### config.mk
export PLATFORM = sky130hd
export DESIGN_NAME = arb_req_ctrl_flat
export DESIGN_NICKNAME = d
export VERILOG_FILES = /design/src/rtl/arb_req_ctrl_if.sv /design/src/rtl/arb_req_ctrl.sv /design/src/flat_wrapper.sv
export SDC_FILE = /design/constraint.sdc
export NUM_CORES = 1
export LEC_CHECK = 0
export ABC_AREA = 0
export BUFFER_PORTS_ARGS = -buffer_cell sky130_fd_sc_hd__buf_2
export CAP_MARGIN = 10
export CORE_ASPECT_RATIO = 0.75
export CORE_MARGIN = 2
export CORE_UTILIZATION = 30
export CTS_BUF_LIST = sky130_fd_sc_hd__clkbuf_2
export DETAILED_ROUTE_END_ITERATION = 16
export SYNTH_ARGS = -nofsm -noshare
export SYNTH_HDL_FRONTEND = slang
export SYNTH_SLANG_ARGS = --single-unit
### constraint.sdc
create_clock -name clock -period 1.75 [get_ports clock]
set_input_delay 0.35 -clock clock [delete_from_list [all_inputs] [get_ports clock]]
set_output_delay 0.35 -clock clock [all_outputs]
set_load 0.005 [all_outputs]
### src/rtl/arb_req_ctrl_if.sv
// Request-controller bus: start/length/grant inputs and the request,
// completion and status outputs of the 4-agent arbiter request controller.
//   start        : per-agent transfer-request pulse
//   len_0..len_3 : burst length in grant beats per agent (0 means 1)
//   gnt_0..gnt_3 : grants from the downstream arbiter
//   req_0..req_3 : registered requests to the arbiter
//   done         : one-cycle completion pulse per agent
//   busy         : agent not idle
//   ovf/tmo/spur : sticky overflow / grant-timeout / spurious-grant flags
interface arb_req_ctrl_if;
    logic [3:0] start;
    logic [3:0] len_0;
    logic [3:0] len_1;
    logic [3:0] len_2;
    logic [3:0] len_3;
    logic       gnt_0;
    logic       gnt_1;
    logic       gnt_2;
    logic       gnt_3;
    logic       req_0;
    logic       req_1;
    logic       req_2;
    logic       req_3;
    logic [3:0] done;
    logic [3:0] busy;
    logic [3:0] ovf;
    logic [3:0] tmo;
    logic [3:0] spur;

    modport master (
        output start, len_0, len_1, len_2, len_3,
        output gnt_0, gnt_1, gnt_2, gnt_3,
        input  req_0, req_1, req_2, req_3,
        input  done, busy, ovf, tmo, spur
    );

    modport slave (
        input  start, len_0, len_1, len_2, len_3,
        input  gnt_0, gnt_1, gnt_2, gnt_3,
        output req_0, req_1, req_2, req_3,
        output done, busy, ovf, tmo, spur
    );
endinterface

### src/rtl/arb_req_ctrl.sv
// Four independent request controllers sitting in front of a 4-agent
// arbiter. Each agent runs IDLE -> REQ -> XFER -> REL, counting granted
// beats of a burst, with a one-deep pending slot for a follow-on start.
//   clock : single clock, rising edge
//   reset : synchronous, active-high
//   bus   : arb_req_ctrl_if.slave (start, len_*, gnt_* in; req_*, done,
//           busy, ovf, tmo, spur out)
// WAIT_LIMIT: ungranted REQ cycles after which the agent's tmo flag sets.
module arb_req_ctrl #(
    parameter int unsigned WAIT_LIMIT = 64
) (
    input logic           clock,
    input logic           reset,
    arb_req_ctrl_if.slave bus
);

    typedef enum logic [1:0] {
        S_IDLE,
        S_REQ,
        S_XFER,
        S_REL
    } state_e;

    state_e     state_q    [4];
    state_e     state_d    [4];
    logic [3:0] cnt_q      [4];
    logic [3:0] cnt_d      [4];
    logic [7:0] wait_q     [4];
    logic [7:0] wait_d     [4];
    logic [7:0] wait_inc   [4];
    logic [3:0] pend_len_q [4];
    logic [3:0] pend_len_d [4];
    logic [3:0] len_eff    [4];
    logic [3:0] pend_v_q, pend_v_d;
    logic [3:0] req_q,    req_d;
    logic [3:0] done_q,   done_d;
    logic [3:0] ovf_q,    ovf_d;
    logic [3:0] tmo_q,    tmo_d;
    logic [3:0] spur_q,   spur_d;
    logic [3:0] gnt;
    logic [3:0] rel_exit;

    // Input gathering, effective length, saturating wait increment.
    always_comb begin
        gnt        = {bus.gnt_3, bus.gnt_2, bus.gnt_1, bus.gnt_0};
        len_eff[0] = (bus.len_0 == 4'd0) ? 4'd1 : bus.len_0;
        len_eff[1] = (bus.len_1 == 4'd0) ? 4'd1 : bus.len_1;
        len_eff[2] = (bus.len_2 == 4'd0) ? 4'd1 : bus.len_2;
        len_eff[3] = (bus.len_3 == 4'd0) ? 4'd1 : bus.len_3;
        rel_exit   = '0;
        for (int unsigned i = 0; i < 4; i++) begin
            wait_inc[i] = (wait_q[i] == 8'hFF) ? 8'hFF : wait_q[i] + 8'd1;
            rel_exit[i] = (state_q[i] == S_REL) && !gnt[i];
        end
    end

    // State register.
    always_ff @(posedge clock) begin
        if (reset) begin
            for (int unsigned i = 0; i < 4; i++) begin
                state_q[i]    <= S_IDLE;
                cnt_q[i]      <= '0;
                wait_q[i]     <= '0;
                pend_len_q[i] <= '0;
            end
            pend_v_q <= '0;
            req_q    <= '0;
            done_q   <= '0;
            ovf_q    <= '0;
            tmo_q    <= '0;
            spur_q   <= '0;
        end else begin
            for (int unsigned i = 0; i < 4; i++) begin
                state_q[i]    <= state_d[i];
                cnt_q[i]      <= cnt_d[i];
                wait_q[i]     <= wait_d[i];
                pend_len_q[i] <= pend_len_d[i];
            end
            pend_v_q <= pend_v_d;
            req_q    <= req_d;
            done_q   <= done_d;
            ovf_q    <= ovf_d;
            tmo_q    <= tmo_d;
            spur_q   <= spur_d;
        end
    end

    // Next-state logic.
    always_comb begin
        pend_v_d = pend_v_q;
        req_d    = '0;
        done_d   = '0;
        ovf_d    = ovf_q;
        tmo_d    = tmo_q;
        spur_d   = spur_q;
        for (int unsigned i = 0; i < 4; i++) begin
            state_d[i]    = state_q[i];
            cnt_d[i]      = cnt_q[i];
            wait_d[i]     = wait_q[i];
            pend_len_d[i] = pend_len_q[i];

            unique case (state_q[i])
                S_IDLE: begin
                    if (gnt[i]) spur_d[i] = 1'b1;
                    if (bus.start[i]) begin
                        state_d[i] = S_REQ;
                        cnt_d[i]   = len_eff[i];
                        wait_d[i]  = '0;
                    end
                end
                S_REQ, S_XFER: begin
                    if (gnt[i]) begin
                        if (cnt_q[i] == 4'd1) begin
                            state_d[i] = S_REL;
                        end else begin
                            cnt_d[i]   = cnt_q[i] - 4'd1;
                            state_d[i] = S_XFER;
                        end
                    end else if (state_q[i] == S_REQ) begin
                        wait_d[i] = wait_inc[i];
                        if ({24'd0, wait_inc[i]} >= WAIT_LIMIT) tmo_d[i] = 1'b1;
                    end
                end
                S_REL: begin
                    if (!gnt[i]) begin
                        done_d[i] = 1'b1;
                        wait_d[i] = '0;
                        if (pend_v_q[i]) begin
                            state_d[i]  = S_REQ;
                            cnt_d[i]    = pend_len_q[i];
                            pend_v_d[i] = 1'b0;
                        end else if (bus.start[i]) begin
                            // Store-then-consume collapsed: an empty slot and
                            // a start on the exit cycle launch directly.
                            state_d[i] = S_REQ;
                            cnt_d[i]   = len_eff[i];
                        end else begin
                            state_d[i] = S_IDLE;
                        end
                    end
                end
            endcase

            if (bus.start[i] && (state_q[i] != S_IDLE) &&
                !(rel_exit[i] && !pend_v_q[i])) begin
                if (!pend_v_q[i] || rel_exit[i]) begin
                    pend_v_d[i]   = 1'b1;
                    pend_len_d[i] = len_eff[i];
                end else begin
                    ovf_d[i] = 1'b1;
                end
            end

            req_d[i] = (state_d[i] == S_REQ) || (state_d[i] == S_XFER);
        end
    end

    // Outputs.
    always_comb begin
        bus.req_0 = req_q[0];
        bus.req_1 = req_q[1];
        bus.req_2 = req_q[2];
        bus.req_3 = req_q[3];
        bus.done  = done_q;
        bus.ovf   = ovf_q;
        bus.tmo   = tmo_q;
        bus.spur  = spur_q;
        bus.busy  = '0;
        for (int unsigned i = 0; i < 4; i++) begin
            bus.busy[i] = (state_q[i] != S_IDLE);
        end
    end

endmodule

### src/flat_wrapper.sv
// flat-port wrapper written by rule: the top's interface ports become plain ports
module arb_req_ctrl_flat 
#(
    parameter int unsigned WAIT_LIMIT = 64
)
  (clock, reset, bus_start, bus_len_0, bus_len_1, bus_len_2, bus_len_3, bus_gnt_0, bus_gnt_1, bus_gnt_2, bus_gnt_3, bus_req_0, bus_req_1, bus_req_2, bus_req_3, bus_done, bus_busy, bus_ovf, bus_tmo, bus_spur);
  arb_req_ctrl_if bus_i ();
  input logic clock;
  input logic reset;
  input wire logic [$bits(bus_i.start)-1:0] bus_start;
  input wire logic [$bits(bus_i.len_0)-1:0] bus_len_0;
  input wire logic [$bits(bus_i.len_1)-1:0] bus_len_1;
  input wire logic [$bits(bus_i.len_2)-1:0] bus_len_2;
  input wire logic [$bits(bus_i.len_3)-1:0] bus_len_3;
  input wire logic [$bits(bus_i.gnt_0)-1:0] bus_gnt_0;
  input wire logic [$bits(bus_i.gnt_1)-1:0] bus_gnt_1;
  input wire logic [$bits(bus_i.gnt_2)-1:0] bus_gnt_2;
  input wire logic [$bits(bus_i.gnt_3)-1:0] bus_gnt_3;
  output wire logic [$bits(bus_i.req_0)-1:0] bus_req_0;
  output wire logic [$bits(bus_i.req_1)-1:0] bus_req_1;
  output wire logic [$bits(bus_i.req_2)-1:0] bus_req_2;
  output wire logic [$bits(bus_i.req_3)-1:0] bus_req_3;
  output wire logic [$bits(bus_i.done)-1:0] bus_done;
  output wire logic [$bits(bus_i.busy)-1:0] bus_busy;
  output wire logic [$bits(bus_i.ovf)-1:0] bus_ovf;
  output wire logic [$bits(bus_i.tmo)-1:0] bus_tmo;
  output wire logic [$bits(bus_i.spur)-1:0] bus_spur;
  assign bus_i.start = bus_start;
  assign bus_i.len_0 = bus_len_0;
  assign bus_i.len_1 = bus_len_1;
  assign bus_i.len_2 = bus_len_2;
  assign bus_i.len_3 = bus_len_3;
  assign bus_i.gnt_0 = bus_gnt_0;
  assign bus_i.gnt_1 = bus_gnt_1;
  assign bus_i.gnt_2 = bus_gnt_2;
  assign bus_i.gnt_3 = bus_gnt_3;
  assign bus_req_0 = bus_i.req_0;
  assign bus_req_1 = bus_i.req_1;
  assign bus_req_2 = bus_i.req_2;
  assign bus_req_3 = bus_i.req_3;
  assign bus_done = bus_i.done;
  assign bus_busy = bus_i.busy;
  assign bus_ovf = bus_i.ovf;
  assign bus_tmo = bus_i.tmo;
  assign bus_spur = bus_i.spur;
  arb_req_ctrl #(.WAIT_LIMIT(WAIT_LIMIT)) u_core (.clock(clock), .reset(reset), .bus(bus_i));
endmodule
==> impl_metrics.env, run 1 <==
export IMPL_drc=0
export IMPL_dpl_hpwl_mm=10.3
export IMPL_ys_warnings_count=0
export IMPL_status="finished with violations"
export IMPL_worstSetupStartpointType="flip-flop"
export IMPL_antenna_found_initial=1
export IMPL_die_y_um=123
export IMPL_cts_num_sinks=96
export IMPL_synth_commonest_cells="dfxtp_1 (96), a21oi_1 (68), o21ai_0 (46)"
export IMPL_synth_main_ff_cell="dfxtp_1"
export IMPL_synth_top_area_cell="dfxtp_1"
export IMPL_dr_pass1_iters=5
export IMPL_tightest_slew_ns=0.485
export IMPL_synth_most_common_cell="dfxtp_1"
export IMPL_placed_cells=1012
export IMPL_setup_viol=2
export IMPL_relSlewSlack=0.676
export IMPL_avgViaCountPerCell=5.16
export IMPL_clockBufferDepth=2
export IMPL_arrival_ns=1.41
export IMPL_num_vias=5551
export IMPL_grt_pass1_wl_mm=25.0
export IMPL_ios=50
export IMPL_insertion_delay_ns=0.60
export IMPL_cts_tree="yes"
export IMPL_grt_overflow=0
export IMPL_numCtsBuffers=9
export IMPL_fill_cells=1864
export IMPL_grt_pass1_vias=5066
export IMPL_ys_top_cells_by_area="dfxtp_1 (34%), a21oi_1 (6.0%), ha_1 (5.3%)"
export IMPL_drive_gt1_frac=0.295
export IMPL_required_ns=1.40
export IMPL_clock_skew_ns=0.0218
export IMPL_fin_nets=873
export IMPL_total_power_mw=6.34
export IMPL_hold_viol_final=0
export IMPL_routedWlPerCell_um=14.0
export IMPL_clkSlewWorstSetupHoldPaths_ns=0.27
export IMPL_gp_congestion=0.868
export IMPL_synth_edf_count=0
export IMPL_crit_path_end_kind="output pin"
export IMPL_h_tree_depth=3
export IMPL_setup_ws_ns=-0.0145
export IMPL_synth_fp_nets=745
export IMPL_rsz0062_at_grt="yes"
export IMPL_worstSetupPathType="reg2out"
export IMPL_slowest_delay_ns=0.40
export IMPL_cpMaxStageDelayCell="dfxtp_2"
export IMPL_synthCells=695
export IMPL_total_leakage_power_nw=2.80
export IMPL_slew_violations=0
export IMPL_grtUsageTotal=0.151
export IMPL_die_w_um=163
export IMPL_synthDominantCellAreaShare=0.337
export IMPL_wirelength_mm=15.0
export IMPL_netlist_area_sq_mm=0.00570
export IMPL_layout_cells_non_filler=1076
export IMPL_finalCritPeriodShare=1.01
export IMPL_io_buffers=49
export IMPL_synth_async_reset_ratio=0
export IMPL_grt_max_degree=31
export IMPL_max_freq_mhz=567
export IMPL_area_delta_synth_final_pct=29.3
export IMPL_ys_seq_area_frac=0.337
export IMPL_max_vdd_ir_drop_uv=352
export IMPL_dieArea_sq_mm=0.0201
export IMPL_root_buffer="clkbuf_2"
export IMPL_crit_fanout=2
export IMPL_p_per_area_mw_per_mm2=861
export IMPL_avgSynthCellArea_sq_um=8.20
export IMPL_synth_cell_types=73
export IMPL_drv_cap=0
export IMPL_ant_nets=0
export IMPL_num_rows=43
export IMPL_cp_common_cell="buf_6"
export IMPL_ys_ff_latch=96
export IMPL_initial_core_util=0.307
export IMPL_holdCritPathClass="in2reg"
export IMPL_violations="negative setup slack"
export IMPL_core_area_sq_mm=0.0186
export IMPL_path_cells="inv_2 -> ha_4 -> buf_6 -> clkinv_4 -> buf_6"
export IMPL_period_needed_ns=1.76
export IMPL_drtIter0Drc=512
state kept, by name, summed over array words and instances (netlist names):
register	flops
u_core.state_q	8
u_core.bus.ovf	4
u_core.pend_v_q	4
u_core.bus.tmo	4
u_core.cnt_q	16
u_core.req_q	4
u_core.pend_len_q	16
u_core.bus.done	4
u_core.wait_q	32
u_core.bus.spur	4
stage by stage:
| step | instance area [sq um] | setup slack [ns] | TNS (ns) | utilization | hold WS, ns |
|---|---|---|---|---|---|
| after global placement | 6590 | -0.00206 | -0.00206 | 0.355 | 0.446 |
| after global routing | 7370 | -0.107 | -0.614 | 0.397 | 0.0636 |
| after detailed placement | 6590 | -0.0733 | -0.330 | 0.355 | 0.456 |
| final | 7370 | -0.0145 | -0.0176 | 0.397 | 0.0876 |
| after CTS | 7030 | -0.122 | -0.241 | 0.379 | 0.0161 |
| after floorplan | 5750 | 0.00115 | 0 | - | 0.440 |
placed cells by master (no fill, tap or decap), types with 6 or more instances in the layout:
cell           instances
a211oi_1              12
a21o_1                 7
a21oi_1               66
a31oi_1               11
a32oi_1                6
and2_1                 7
and3_1                13
buf_2                 45
buf_4                 91
buf_6                 10
clkbuf_2              10
dfxtp_1               88
dfxtp_2                7
dlygate4sd3_1         17
ha_1                  16
ha_4                   6
inv_1                 29
inv_2                  8
mux2i_1               14
nand2_1               42
nand2b_1              10
nand3_1               27
nand4_1                7
nor2_1                29
nor2b_1               13
nor3_1                25
o211ai_1              12
o21ai_0               43
o21ba_2                6
o22ai_1               10
o31ai_1                7
xor2_1                 7
worst paths after layout:
| check | from | end | slack, ns | depth (start not counted) |
|---|---|---|---|---|
| setup / recovery | u_core.state_q[3][1] | bus_busy[3] | -0.01 | 5 |
| hold / removal | bus_gnt_1 | u_core.bus.spur[1] | 0.09 | 3 |
| setup reg to reg | u_core.state_q[2][0] | u_core.wait_q[2][1] | 0 | 8 |
| hold reg to reg | u_core.wait_q[0][5] | u_core.wait_q[0][5] | 0.49 | 2 |
critical path, delay by kind of cell, from the launching register on:
kind                       cells  cell delay [ns]
adders and majority gates      1             0.15
buffers and inverters          4             0.28
DFF                            1             0.40
cells by family after synthesis:
| family | after synthesis | share of synthesized area |
|---|---|---|
| compound gates | 245 | 0.294 |
| simple gates | 211 | 0.196 |
| mux | 17 | 0.0305 |
| fa+ha+maj | 24 | 0.0527 |
| flops | 96 | 0.337 |
| buf+inv | 89 | 0.0694 |
| xor+xnor | 13 | 0.0200 |
layout make-up:
class / instances / area, sq um / area share
Multi-Input combinational cell: 510 / 3660 / 0.496
Sequential cell: 96 / 1930 / 0.262
Timing Repair Buffer: 164 / 1210 / 0.164
Tap cell: 247 / 309 / 0.0419
Inverter: 42 / 170 / 0.0231
Clock buffer: 10 / 50.0 / 0.00679
Clock inverter: 6 / 35.0 / 0.00475
Antenna cell: 1 / 2.50 / 0.000339
power breakdown:
part           switching, mW  internal, mW  leakage [nW]
logic                   1.37          1.41          1.95
clock network          0.786         0.186        0.0595
registers              0.182          2.40         0.785
total                   2.34          4.00          2.80
routing by layer:
metal  wire, um  global-route usage
met1       7940               0.229
met2       6250               0.214
met3        750              0.0349
met4        101              0.0343
met5          0                   0
what timing repair did:
item / in CTS / in global routing
resized for setup: 32 / 46
cloned: 0 / 0
hold endpoints to repair: 17 / 0
endpoints found under the setup margin: 26 / 47
setup buffers: 17 / 15
pin swaps: 6 / 20
hold buffers: 17 / 0
No activity file was read; power rests on OpenSTA's default activity.
==> run 2: changes to the inputs <==
--- a/config.mk
+++ b/config.mk
@@ -5,10 +5,10 @@
 export SDC_FILE = /design/constraint.sdc
 export NUM_CORES = 1
 export LEC_CHECK = 0
-export ABC_AREA = 0
+export ABC_AREA = 1
 export BUFFER_PORTS_ARGS = -buffer_cell sky130_fd_sc_hd__buf_2
 export CAP_MARGIN = 10
-export CORE_ASPECT_RATIO = 0.75
+export CORE_ASPECT_RATIO = 1.1
 export CORE_MARGIN = 2
 export CORE_UTILIZATION = 30
 export CTS_BUF_LIST = sky130_fd_sc_hd__clkbuf_2
==> run 2 against run 1 <==
Against the previous run:
- the run now ends clean
- worst hold slack worse by 0.033 ns
- highest routed layer unchanged
- sequential share of layout area is 3.0 points higher
- largest cell class unchanged
- setup slack better by 0.050 ns
==> impl_metrics.env, run 2 <==
export IMPL_avgViaCountPerCell=4.53
export IMPL_arrival_ns=1.36
export IMPL_avgSynthCellArea_sq_um=6.41
export IMPL_drc=0
export IMPL_worstSetupPathType="reg2out"
export IMPL_grt_overflow=0
export IMPL_grt_max_degree=73
export IMPL_ys_warnings_count=0
export IMPL_r2r_start="u_core.state_q[2][0]"
export IMPL_ys_ff_latch=96
export IMPL_max_vdd_ir_drop_uv=438
export IMPL_relSlewSlack=0.772
export IMPL_hold_viol_final=0
export IMPL_core_area_sq_mm=0.0182
export IMPL_synth_fp_nets=910
export IMPL_startpoint="u_core.state_q[2][0]"
export IMPL_ant_nets=0
export IMPL_layout_common_cells="nand2_1 (275), a21oi_1 (95), dfxtp_1 (88)"
export IMPL_synth_edf_count=0
export IMPL_period_needed_ns=1.71
export IMPL_holdCritPathClass="in2reg"
export IMPL_gp_congestion=0.798
export IMPL_regMostFlops="u_core.wait_q"
export IMPL_required_ns=1.40
export IMPL_ys_seq_area_frac=0.348
export IMPL_synth_async_reset_ratio=0
export IMPL_clockBufferDepth=2
export IMPL_seq_power_share=0.447
export IMPL_total_leakage_power_nw=2.93
export IMPL_numCtsBuffers=9
export IMPL_grt_pass1_vias=4878
export IMPL_initial_core_util=0.303
export IMPL_dpl_hpwl_mm=9.09
export IMPL_antenna_found_initial=1
export IMPL_routedWlPerCell_um=10.9
export IMPL_h_tree_depth=3
export IMPL_grtUsageTotal=0.133
export IMPL_grt_pass1_wl_mm=21.7
export IMPL_io_buffers=49
export IMPL_hold_ws_ns=0.0548
export IMPL_wirelength_mm=13.0
export IMPL_drive_gt1_frac=0.175
export IMPL_cpMaxStageDelayCell="dfxtp_2"
export IMPL_finalCritPeriodShare=0.980
export IMPL_cts_tree="yes"
export IMPL_clock_skew_ns=0.0235
export IMPL_slew_violations=0
export IMPL_final_common_cell="nand2_1"
export IMPL_cts_num_sinks=96
export IMPL_synth_commonest_cells="nand2_1 (275), dfxtp_1 (96), a21oi_1 (95)"
export IMPL_final_util=0.363
export IMPL_p_int_mw=3.66
export IMPL_num_rows=52
export IMPL_ys_top_cells_by_area="dfxtp_1 (35%), nand2_1 (19%), a21oi_1 (8.6%)"
export IMPL_worstSetupStartpointType="flip-flop"
export IMPL_p_clk_frac=0.221
export IMPL_synth_top_area_cell="dfxtp_1"
export IMPL_netlist_area_sq_mm=0.00552
export IMPL_drv_cap=0
export IMPL_tightest_slew_ns=0.343
export IMPL_status="completed"
export IMPL_die_w_um=133
export IMPL_insertion_delay_ns=0.59
export IMPL_crit_fanout=2
export IMPL_synthDominantCellAreaShare=0.348
export IMPL_dieArea_sq_mm=0.0195
export IMPL_max_freq_mhz=583
export IMPL_sw_frac_of_total=0.349
export IMPL_rr_worst_depth=8
export IMPL_drtIter0Drc=287
export IMPL_fin_nets=1001
export IMPL_largest_reg_flops=32
export IMPL_p_sw_mw=1.96
export IMPL_setup_viol=0
export IMPL_clkSlewWorstSetupHoldPaths_ns=0.26
export IMPL_synth_most_common_cell="nand2_1"
export IMPL_ios=50
export IMPL_synthCells=860
export IMPL_path_cells="inv_2 -> ha_4 -> inv_4 -> buf_6"
export IMPL_p_per_area_mw_per_mm2=850
export IMPL_synth_cell_types=30
export IMPL_timing_rr_end="u_core.cnt_q[0][8]"
export IMPL_power_frac_comb=0.332
export IMPL_crit_path_end_kind="output pin"
export IMPL_crit_end="bus_busy[2]"
export IMPL_root_buffer="clkbuf_2"
export IMPL_slowest_delay_ns=0.41
export IMPL_num_vias=5441
export IMPL_dr_pass1_iters=5
export IMPL_top_regs="u_core.wait_q: 32 flops, u_core.cnt_q: 16 flops, u_core.pend_len_q: 16 flops"
export IMPL_synth_main_ff_cell="dfxtp_1"
export IMPL_area_delta_synth_final_pct=19.9
export IMPL_rsz0062_at_grt="yes"
export IMPL_r2r_setup_slack_ns=0.16
export IMPL_die_y_um=146
## run 2: cell count changes after synthesis, sizes merged, moves of 16 or more
cell / delta
nor2: +48
a21oi: +27
inv: +71
nor3: -25
nor2b: -17
buf: -18
a211oi: -16
nand2: +242
nand3: +34
## run 2: layout make-up
class / instances / area (sq um)
fill: 1992 / 11600
multi-input combinational: 638 / 3160
sequential: 96 / 1930
timing repair buffer: 94 / 652
inverter: 112 / 438
tap: 243 / 304
clock inverter: 4 / 68.8
clock buffer: 12 / 60.1
antenna: 1 / 2.50
## run 2: layer usage
metal,global-route usage,wire length [um]
met5,0,0
met3,0.0201,373
met1,0.168,6250
met2,0.227,6240
met4,0.0532,171
## run 2: per-stage QoR
stage | TNS, ns | instance area [sq um] | std cells | worst slack, ns | total power [mW]
floorplan | 0 | 5520 | 860 | 0.213 | 3.70
global placement | 0 | 6110 | 1149 | 0.114 | 4.18
detailed placement | 0 | 6110 | 1149 | 0.106 | 4.18
CTS | -0.0274 | 6570 | 1195 | -0.0162 | 5.67
global route | -0.140 | 6620 | 1200 | -0.0530 | 6.03
finish | 0 | 6620 | 1200 | 0.0353 | 5.62
## run 2: worst min-delay path by stage
stage	from	end	slack [ns]	cells after the start
after floorplan	u_core.pend_len_q[0][2]	u_core.pend_len_q[0][2]	0.43	2
final	bus_len_2[1]	u_core.pend_len_q[2][1]	0.05	3
after global placement	u_core.pend_len_q[0][2]	u_core.pend_len_q[0][2]	0.44	2
after detailed placement	u_core.bus.tmo[0]	u_core.bus.tmo[0]	0.44	2
after CTS	bus_len_2[1]	u_core.pend_len_q[2][1]	0.002	3
after global routing	bus_len_2[1]	u_core.pend_len_q[2][1]	0.02	3
## run 2: power by group through the flow
stage	registers, mW	logic (mW)	clock network (mW)
finish	2.51	1.87	1.24
global route	2.54	2.11	1.38
CTS	2.52	1.85	1.31
detailed placement	2.55	1.62	0
global placement	2.55	1.63	0
floorplan	2.53	1.17	0
## run 2: kinds of logic (layout without fill, tap and decap cells)
family	count (synthesis)	in the layout	share of synthesized area
AO/OA/AOI/OAI	166	166	0.157
buffers and inverters	126	222	0.0880
other	0	1	0
adder cells (fa/ha/maj)	24	24	0.0544
flip-flops	96	96	0.348
AND/OR/NAND/NOR	448	448	0.352
## run 2: repair_timing
item	4_1_cts	5_1_grt
resized for setup	33	1
pin swaps	4	3
buffers inserted	22	3
cloned	0	0
endpoints found under the setup margin	4	4
hold buffers	9	1
endpoints found under the hold margin	9	1
## run 2: worst max-delay path, delay by kind of cell, from the launching register on
| family | cells | cell delay [ns] |
|---|---|---|
| buf+inv | 3 | 0.20 |
| flops | 1 | 0.41 |
| fa+ha+maj | 1 | 0.17 |
